<file path="src/rtl/trace_scheduler_pkg.sv">
// Shared definitions for the trace scheduler: FSM encoding, frame geometry,
// column-buffer word layout and the height clamp helper.
package trace_scheduler_pkg;

  typedef enum logic [1:0] {
    ST_IDLE    = 2'd0,
    ST_TRACING = 2'd1,
    ST_DONE    = 2'd2
  } state_t;

  localparam int H_TOTAL      = 800;
  localparam int V_TOTAL      = 525;
  localparam int VBLANK_START = 480;
  localparam int MAX_HEIGHT   = 240;

  // Column buffer word: side in bit 8, height in bits 7:0.
  typedef struct packed {
    logic       side;
    logic [7:0] height;
  } buf_word_t;

  function automatic logic [7:0] clamp_height(input logic [7:0] h);
    if (h == 8'd0) return 8'd1;
    else if (h > 8'(MAX_HEIGHT)) return 8'(MAX_HEIGHT);
    else return h;
  endfunction

endpackage

</file>
<file path="src/rtl/trace_scheduler_map_port_arbiter.sv">
// Combinational owner selection for the single map ROM port; the tracer
// always owns the port while a trace window is running.
module map_port_arbiter (
  input  logic       tracing,
  input  logic       ovl_req,
  input  logic [3:0] tracer_map_col,
  input  logic [3:0] tracer_map_row,
  input  logic [3:0] ovl_map_col,
  input  logic [3:0] ovl_map_row,
  output logic       ovl_gnt,
  output logic [3:0] map_col,
  output logic [3:0] map_row
);

  assign ovl_gnt = ovl_req && !tracing;
  assign map_col = ovl_gnt ? ovl_map_col : tracer_map_col;
  assign map_row = ovl_gnt ? ovl_map_row : tracer_map_row;

endmodule

</file>
<file path="src/rtl/trace_scheduler.sv">
// Per-frame trace window sequencer with a one-stage column-buffer write path.
// Optional macro TRACE_HEIGHT_CLAMP_EN clamps written heights to 1..MAX_HEIGHT.
module trace_scheduler
  import trace_scheduler_pkg::*;
#(
  parameter int NUM_COLS = 640
) (
  input  logic        clk,
  input  logic        reset,
  input  logic [9:0]  hpos,
  input  logic [9:0]  vpos,
  output logic        tracer_enable,
  input  logic        tracer_store,
  input  logic [9:0]  tracer_column,
  input  logic        tracer_side,
  input  logic [7:0]  tracer_height,
  input  logic [3:0]  tracer_map_col,
  input  logic [3:0]  tracer_map_row,
  input  logic        ovl_req,
  input  logic [3:0]  ovl_map_col,
  input  logic [3:0]  ovl_map_row,
  output logic        ovl_gnt,
  output logic [3:0]  map_col,
  output logic [3:0]  map_row,
  output logic        buf_we,
  output logic [9:0]  buf_addr,
  output logic [8:0]  buf_wdata,
  output logic [7:0]  frame,
  output logic        busy,
  output logic        overrun,
  output state_t      fsm_state
);

  state_t      state_q, state_d;
  logic [10:0] count_q, count_d, count_inc;
  logic [7:0]  frame_q;
  logic        overrun_q;
  logic        we_q;
  logic [9:0]  addr_q;
  buf_word_t   wdata_q;
  logic        capture, last_pixel, open_win, timeout;
  logic [7:0]  wr_height;

  // tracer_store is a valid-only pulse: there is no back-pressure, every pulse
  // seen in TRACING is consumed on that edge and appears on the write port
  // for exactly the following cycle.
  assign capture    = (state_q == ST_TRACING) && tracer_store;
  assign last_pixel = (hpos == 10'(H_TOTAL - 1)) && (vpos == 10'(V_TOTAL - 1));
  assign count_inc  = count_q + 11'(capture);

`ifdef TRACE_HEIGHT_CLAMP_EN
  assign wr_height = clamp_height(tracer_height);
`else
  assign wr_height = tracer_height;
`endif

  always_comb begin
    state_d  = state_q;
    count_d  = count_q;
    open_win = 1'b0;
    timeout  = 1'b0;
    case (state_q)
      ST_IDLE: begin
        if (hpos == '0 && vpos == 10'(VBLANK_START)) begin
          state_d  = ST_TRACING;
          open_win = 1'b1;
          count_d  = '0;
        end
      end
      ST_TRACING: begin
        count_d = count_inc;
        // End of blanking closes the window even if the final store lands here.
        if (last_pixel) begin
          state_d = ST_IDLE;
          timeout = (count_inc < 11'(NUM_COLS));
        end else if (count_inc == 11'(NUM_COLS)) begin
          state_d = ST_DONE;
        end
      end
      ST_DONE: begin
        if (last_pixel) state_d = ST_IDLE;
      end
      default: state_d = ST_IDLE;
    endcase
  end

  always_ff @(posedge clk) begin
    if (reset) begin
      state_q   <= ST_IDLE;
      count_q   <= '0;
      frame_q   <= '0;
      overrun_q <= 1'b0;
      we_q      <= 1'b0;
      addr_q    <= '0;
      wdata_q   <= '0;
    end else begin
      state_q <= state_d;
      count_q <= count_d;
      if (open_win) begin
        frame_q   <= frame_q + 8'd1;
        overrun_q <= 1'b0;
      end else if (timeout) begin
        overrun_q <= 1'b1;
      end
      // Out-of-range columns still count toward completion but never write.
      we_q <= capture && ({1'b0, tracer_column} < 11'(NUM_COLS));
      if (capture) begin
        addr_q         <= tracer_column;
        wdata_q.side   <= tracer_side;
        wdata_q.height <= wr_height;
      end
    end
  end

  assign tracer_enable = (state_q == ST_TRACING);
  assign busy          = (state_q == ST_TRACING);
  assign frame         = frame_q;
  assign overrun       = overrun_q;
  assign buf_we        = we_q;
  assign buf_addr      = addr_q;
  assign buf_wdata     = wdata_q;
  assign fsm_state     = state_q;

  map_port_arbiter u_arb (
    .tracing        (state_q == ST_TRACING),
    .ovl_req        (ovl_req),
    .tracer_map_col (tracer_map_col),
    .tracer_map_row (tracer_map_row),
    .ovl_map_col    (ovl_map_col),
    .ovl_map_row    (ovl_map_row),
    .ovl_gnt        (ovl_gnt),
    .map_col        (map_col),
    .map_row        (map_row)
  );

endmodule

</file>
<file path="config.mk">
export PLATFORM = sky130hd
export DESIGN_NAME = trace_scheduler
export DESIGN_NICKNAME = d
export VERILOG_FILES = /design/src/rtl/trace_scheduler_pkg.sv /design/src/rtl/trace_scheduler_map_port_arbiter.sv /design/src/rtl/trace_scheduler.sv
export SDC_FILE = /design/constraint.sdc
export NUM_CORES = 1
export LEC_CHECK = 0
export CORE_MARGIN = 2
export CORE_UTILIZATION = 37
export DETAILED_ROUTE_END_ITERATION = 16
export PLACE_DENSITY = 0.84
export SLEW_MARGIN = 0
export SYNTH_ARGS = -nofsm -noshare
export SYNTH_HDL_FRONTEND = slang
export SYNTH_SLANG_ARGS = --single-unit
</file>
<file path="constraint.sdc">
create_clock -name clk -period 2.9 [get_ports clk]
set_input_delay 0.58 -clock clk [delete_from_list [all_inputs] [get_ports clk]]
set_output_delay 0.58 -clock clk [all_outputs]
set_load 0.005 [all_outputs]
</file>
==> metrics.yaml, run 1 <==
detailed_routing:
  via_per_inst: 5.20
  vias: 2345
  wl_per_cell_microns: 13.5
  dr.pass1.iters: 5
  routed_wl_microns: 6080
  drt-initial-drc-count: 156
  ant_nets: 0
  drc_errors: 0
logic_synthesis:
  synth_edf_count: 0
  syn_area_sq_um: 2180
  synth_area_leaders: "dfxtp_1, nand2_1, a21oi_1"
  synth_top_area_share_pct: 38.6
  syn_inst: 274
  ys_warn_count: 0
  yosysSeqAreaShare_pct: 38.6
  synthFlopType: "dfxtp_1"
  async_reset_ff_share_pct: 0
  ys_ff_latch: 42
  syn_area_per_cell_sq_um: 7.95
  syn-num-nets: 336
  synth.lib_cells_used.distinct: 47
  synth_top_cell_by_area: "dfxtp_1"
floorplan:
  core-area_sq_um: 5610
  io_pins: 101
  start_util_pct: 38.8
  num_rows: 27
  die_area_sq_um: 6520
  die_h_microns: 80.7
  dieWidth_microns: 80.7
clock_tree:
  cts_root_buf: "clkbuf_8"
  clock-sinks: 42
  path_clk_slew_ns: 0.08
  postCtsSetupRepairBufs: 0
  clock_path_buffers: 2
  cts_resized: 0
  h-tree-depth: 2
  cts_made_buffers: 5
  cts_tree: "built"
  clock_latency_ns: 0.28
  hold_buffers: 0
place:
  dp_cells: 443
  io_buffers: 100
  hpwl_microns: 4660
  gp_congestion: 0.859
  dp_slack_ns: -0.127
critical_path:
  worstRegToRegCells: 11
  path_delay_family: "simple AND/OR/NAND/NOR gates"
  crit_arrival_ns: 2.90
  worstPathRequired_ns: 3.08
  end_kind: "register"
  crit_cells: 10
  cp_slowest_stage_delay_ns: 0.54
  critPathKind: "in -> reg"
  cp_num_buf_inv: 2
  timing.critical_path.fanout_max: 2
  cp-start-kind: "input pin"
  cpMaxStageDelayCell: "or4b_4"
  crit_chain: "clkdlybuf4s50_1, nand2_1, inv_1, ha_2, ha_1, and3_4, a2111oi_4, a31oi_1, or4b_4, a221o_1"
global_routing:
  grt_usage_pct: 18.7
  grt_max_degree: 26
  antenna_found_initial: 0
  grt_pass1_wl_microns: 9740
  grt_pass1_vias: 2221
  gr-total-overflow: 0
timing:
  rsz0062_at_grt: "false"
  fmax_mhz: 367
  worst_pin_slew_ns: 0.408
  fin_skew_ns: 0.00376
  period_minus_slack_ns: 2.73
  drv_slew: 0
  setup_viol_count_final: 0
  setup_ws_ns: 0.173
  min_period_over_period_pct: 94.0
  hold_slack_ns: 0.454
  hold_viol_final: 0
  relSlewSlack_pct: 72.8
cells_and_area:
  diodes: 0
  final_common_cell: "clkdlybuf4s50_1"
  final_cells: 451
  fin_util_pct: 60.7
  final_nets: 440
  syn_to_final_growth_pct: 56.3
  fill_cells: 524
  drive_above_1_share_pct: 10.3
  layout_common_cells: "clkdlybuf4s50_1, nand2_1, dfxtp_1, a21oi_1, nor2_1"
power_and_ir_drop:
  power_leakage_nw: 1.18
  irDropWorstVdd_mv: 0.326
  powerDensity_nw_per_um2: 397
job:
  max_cap_viol_count: 0
run_status:
  status: "completed"
worst_hold_path:
  hold_path.class: "reg -> reg"
  whs_path_depth: 2
## where the power goes
part / switching, mW / internal [mW]
sequential: 0.0100 / 0.595
clock: 0.190 / 0.258
combinational: 0.116 / 0.181
total: 0.316 / 1.03
## cell usage after synthesis (7+ instances only)
| master | count |
|---|---|
| a311oi_1 | 8 |
| nor2_1 | 22 |
| nand2_1 | 56 |
| mux2_2 | 8 |
| inv_1 | 8 |
| dfxtp_1 | 42 |
| a21oi_1 | 26 |
| nor4_1 | 7 |
| nand3_1 | 8 |
| o21ai_0 | 8 |
| clkbuf_1 | 11 |
| xnor2_1 | 7 |
## final timing paths
kind / from / endpoint / slack (ns)
worst max-delay path: tracer_store / fsm_state[0] / 0.17
worst min-delay path: buf_addr[2] / buf_addr[2] / 0.45
worst max register to register: fsm_state[1] / fsm_state[0] / 0.27
worst min register to register: buf_addr[2] / buf_addr[2] / 0.45
## kinds of logic (layout without fill, tap and decap cells)
kind of cell	Yosys count	after routing	share of synthesized area, %
buffers and inverters	26	131	5.34
adders and majority gates	3	3	1.72
and+or+nand+nor	126	126	28.3
AOI/OAI and AO/OA	61	61	18.7
DFF	42	42	38.6
muxes	8	8	4.14
xor gates and xnor gates	8	8	3.22
## metal layers
metal / global-route usage [%] / vias to the layer above / routed length [microns] / part of all wire (%)
met3: 3.78 / 4 / 275 / 4.5
met5: 0 / - / 0 / 0
met4: 5.59 / 0 / 46 / 0.76
li1: - / 1187 / - / -
met2: 33.1 / 58 / 3180 / 52
met1: 22.9 / 1096 / 2580 / 42
## flip-flops by register name, summed over array words and instances (netlist names)
signal     cells
buf_addr      10
buf_we         1
buf_wdata      9
overrun        1
frame          8
fsm_state      2
count_q       11
## per-stage QoR
step                cell area [sq um]  TNS [ns]  power, mW
global placement                 3300   -0.0914      0.914
detailed placement               3300    -0.159      0.918
floorplan                        2180         0      0.732
CTS                              3400         0       1.37
global route                     3400         0       1.42
finish                           3400         0       1.35
## cell type report
| cell class | instances | area, sq um | share of cell area, % |
|---|---|---|---|
| Inverter | 8 | 30.0 | 0.882 |
| Sequential cell | 42 | 841 | 24.7 |
| Multi-Input combinational cell | 206 | 1220 | 35.9 |
| Clock inverter | 1 | 30.0 | 0.882 |
| Clock buffer | 7 | 76.3 | 2.24 |
| Timing Repair Buffer | 115 | 1110 | 32.7 |
| Tap cell | 72 | 90.1 | 2.65 |
## worst min-delay path, cell delays in order, from the launching register on
cell and delay [ns]:
dfxtp_1 0.31, nand2_1 0.05, a21oi_1 0.05
No activity file was read; power rests on OpenSTA's default activity.
==> run 2: changes to the inputs <==
--- a/config.mk
+++ b/config.mk
@@ -6,10 +6,11 @@
 export NUM_CORES = 1
 export LEC_CHECK = 0
 export CORE_MARGIN = 2
-export CORE_UTILIZATION = 37
+export CORE_UTILIZATION = 44
 export DETAILED_ROUTE_END_ITERATION = 16
-export PLACE_DENSITY = 0.84
-export SLEW_MARGIN = 0
+export MAX_ROUTING_LAYER = met4
+export PLACE_DENSITY = 0.93
+export SLEW_MARGIN = 20
 export SYNTH_ARGS = -nofsm -noshare
 export SYNTH_HDL_FRONTEND = slang
 export SYNTH_SLANG_ARGS = --single-unit
==> constraint.sdc (replaced) <==
create_clock -name clk -period 3.5 [get_ports clk]
set_input_delay 0.7 -clock clk [delete_from_list [all_inputs] [get_ports clk]]
set_output_delay 0.7 -clock clk [all_outputs]
set_load 0.005 [all_outputs]
==> metrics.yaml, run 2 (synthesis gave the netlist of run 1 again) <==
clock_tree:
  cts_made_buffers: 5  # unchanged
  cts_resized: 0  # unchanged
  clock_path_buffers: 2  # unchanged
  clock_latency_ns: 0.29  # about the same
  cts_tree: "built"
  path_clk_slew_ns: 0.08  # about the same
  h-tree-depth: 2  # unchanged
  postCtsSetupRepairBufs: 0  # unchanged
  clock-sinks: 42  # unchanged
  hold_buffers: 0  # unchanged
  cts_root_buf: "clkbuf_8"
critical_path:
  ff2ff_setup_slack_ns: 0.71  # +0.44 ns
  crit_arrival_ns: 3.19  # +0.29 ns
  r2r-start: "fsm_state[1]"
  critPathKind: "in -> reg"
  cp-start-kind: "input pin"
  timing.critical_path.to: "fsm_state[0]"
  timing.critical_path.fanout_max: 6  # +4
  worstRegToRegCells: 11  # unchanged
  reg2reg_to: "fsm_state[0]"
  crit_path_start: "tracer_store"
  worstPathRequired_ns: 3.68  # +0.60 ns
  end_kind: "register"
timing:
  worst_pin_slew_ns: 0.524  # +0.116 ns
  hold_viol_final: 0  # unchanged
  fmax_mhz: 332
  period_minus_slack_ns: 3.01
  min_period_over_period_pct: 86.1
  drv_slew: 0  # unchanged
  relSlewSlack_pct: 64.6  # -8.2 points
  hold_slack_ns: 0.454  # -0.0000420 ns
  setup_viol_count_final: 0  # unchanged
  tns_ns: 0  # unchanged
  fin_skew_ns: 0.00754  # +0.00378 ns
  setup_ws_ns: 0.488  # +0.315 ns
  rsz0062_at_grt: "false"
power_and_ir_drop:
  pwr-share-comb_pct: 23.5  # +1.5 points
  powerDensity_nw_per_um2: 317  # -20%
  clkPwrFrac_pct: 28.9  # -4.3 points
  switchingPower_uw: 269  # -15%
  switching_share_pct: 25.5  # +2.1 points
  power_frac_seq_pct: 47.6  # +2.8 points
  internal-power_uw: 784  # -24%
  irDropWorstVdd_mv: 0.276  # -15%
  power_leakage_nw: 1.14  # -3.5%
worst_hold_path:
  whs_path_depth: 2  # unchanged
  hold_path.class: "reg -> reg"
place:
  gp_congestion: 0.939  # +9.4%
  dp_slack_ns: 0.204  # +0.331 ns
  hpwl_microns: 4590  # -1.5%
  io_buffers: 100  # unchanged
cells_and_area:
  layout_common_cells: "clkdlybuf4s50_1, nand2_1, dfxtp_1, a21oi_1, nor2_1"
  largest_reg_flops: 11  # unchanged
  syn_to_final_growth_pct: 52.6
  diodes: 0  # unchanged
  drive_above_1_share_pct: 8.60  # -1.7 points
  fill_cells: 400  # -24%
  largest_register: "count_q"
  final_nets: 433  # -1.6%
  final_common_cell: "clkdlybuf4s50_1"
floorplan:
  die_area_sq_um: 5530  # -15%
  core-area_sq_um: 4750  # -15%
  die_h_microns: 74.4  # -7.9%
  io_pins: 101  # unchanged
  dieWidth_microns: 74.4  # -7.9%
  num_rows: 25  # -7.4%
  start_util_pct: 45.8  # +7.0 points
global_routing:
  antenna_found_initial: 0  # unchanged
  grt_pass1_wl_microns: 9790  # +0.50%
  grt_max_degree: 26  # unchanged
  grt_pass1_vias: 2225  # +0.18%
  gr-total-overflow: 0  # unchanged
  grt_usage_pct: 22.7  # +4.1 points
detailed_routing:
  drt-initial-drc-count: 152  # -2.6%
  vias: 2374  # +1.2%
  wl_per_cell_microns: 14.0  # +3.9%
  routed_wl_microns: 6160  # +1.2%
  via_per_inst: 5.41  # +4.0%
  ant_nets: 0  # unchanged
  dr.pass1.iters: 4  # -1
  drc_errors: 0  # unchanged
job:
  max_cap_viol_count: 0  # unchanged
run_status:
  status: "completed"
[run 2: per-stage QoR]
step / std cells / area, sq um / power (mW) / utilization, %
6_report: 439 / 3320 / 1.05 / 69.9
5_1_grt: 439 / 3320 / 1.10 / 69.9
4_1_cts: 439 / 3320 / 1.06 / 69.9
3_5_place_dp: 431 / 3240 / 0.760 / 68.1
3_3_place_gp: 431 / 3240 / 0.754 / 68.1
2_1_floorplan: 274 / 2180 / 0.605 / -
[run 2: layout make-up]
type | count | area [sq um] | share of cell area [%]
multi-input cells | 206 | 1220 | 36.7
repair buffers | 108 | 1060 | 31.9
flip-flops and latches | 42 | 841 | 25.3
well taps | 67 | 83.8 | 2.52
clock buffers | 6 | 72.6 | 2.18
inverters | 8 | 30.0 | 0.904
clock inverters | 2 | 13.8 | 0.414
[run 2: metal layers]
metal / GRT usage (%) / up-vias / wire length (microns)
met3: 3.79 / 3 / 274
met5: - / - / 0
met4: 7.94 / 0 / 27
met2: 38.1 / 74 / 3270
li1: - / 1174 / -
met1: 27.6 / 1123 / 2580
[run 2: critical path: stages]
cell             delay, ns
clkdlybuf4s50_1       0.40
nand2_1               0.08
inv_1                 0.06
ha_1                  0.23
ha_1                  0.27
and3_4                0.22
a2111oi_4             0.34
a31oi_1               0.07
or4b_4                0.54
a221o_1               0.29
[run 2: worst min path at each step]
stage | end | start | slack (ns)
6_report | buf_wdata[4] | buf_wdata[4] | 0.45
5_1_grt | buf_wdata[4] | buf_wdata[4] | 0.48
3_3_place_gp | buf_wdata[0] | buf_wdata[0] | 0.44
4_1_cts | buf_wdata[4] | buf_wdata[4] | 0.46
3_5_place_dp | buf_wdata[5] | buf_wdata[5] | 0.45
2_1_floorplan | count_q[0] | count_q[0] | 0.45
[run 2: power by group through the flow]
stage	Clock [mW]	Sequential, mW	Combinational (mW)
after floorplan	0	0.514	0.0911
after global placement	0	0.512	0.242
after detailed placement	0	0.513	0.247
after CTS	0.313	0.502	0.249
after global routing	0.333	0.503	0.268
final	0.304	0.502	0.248
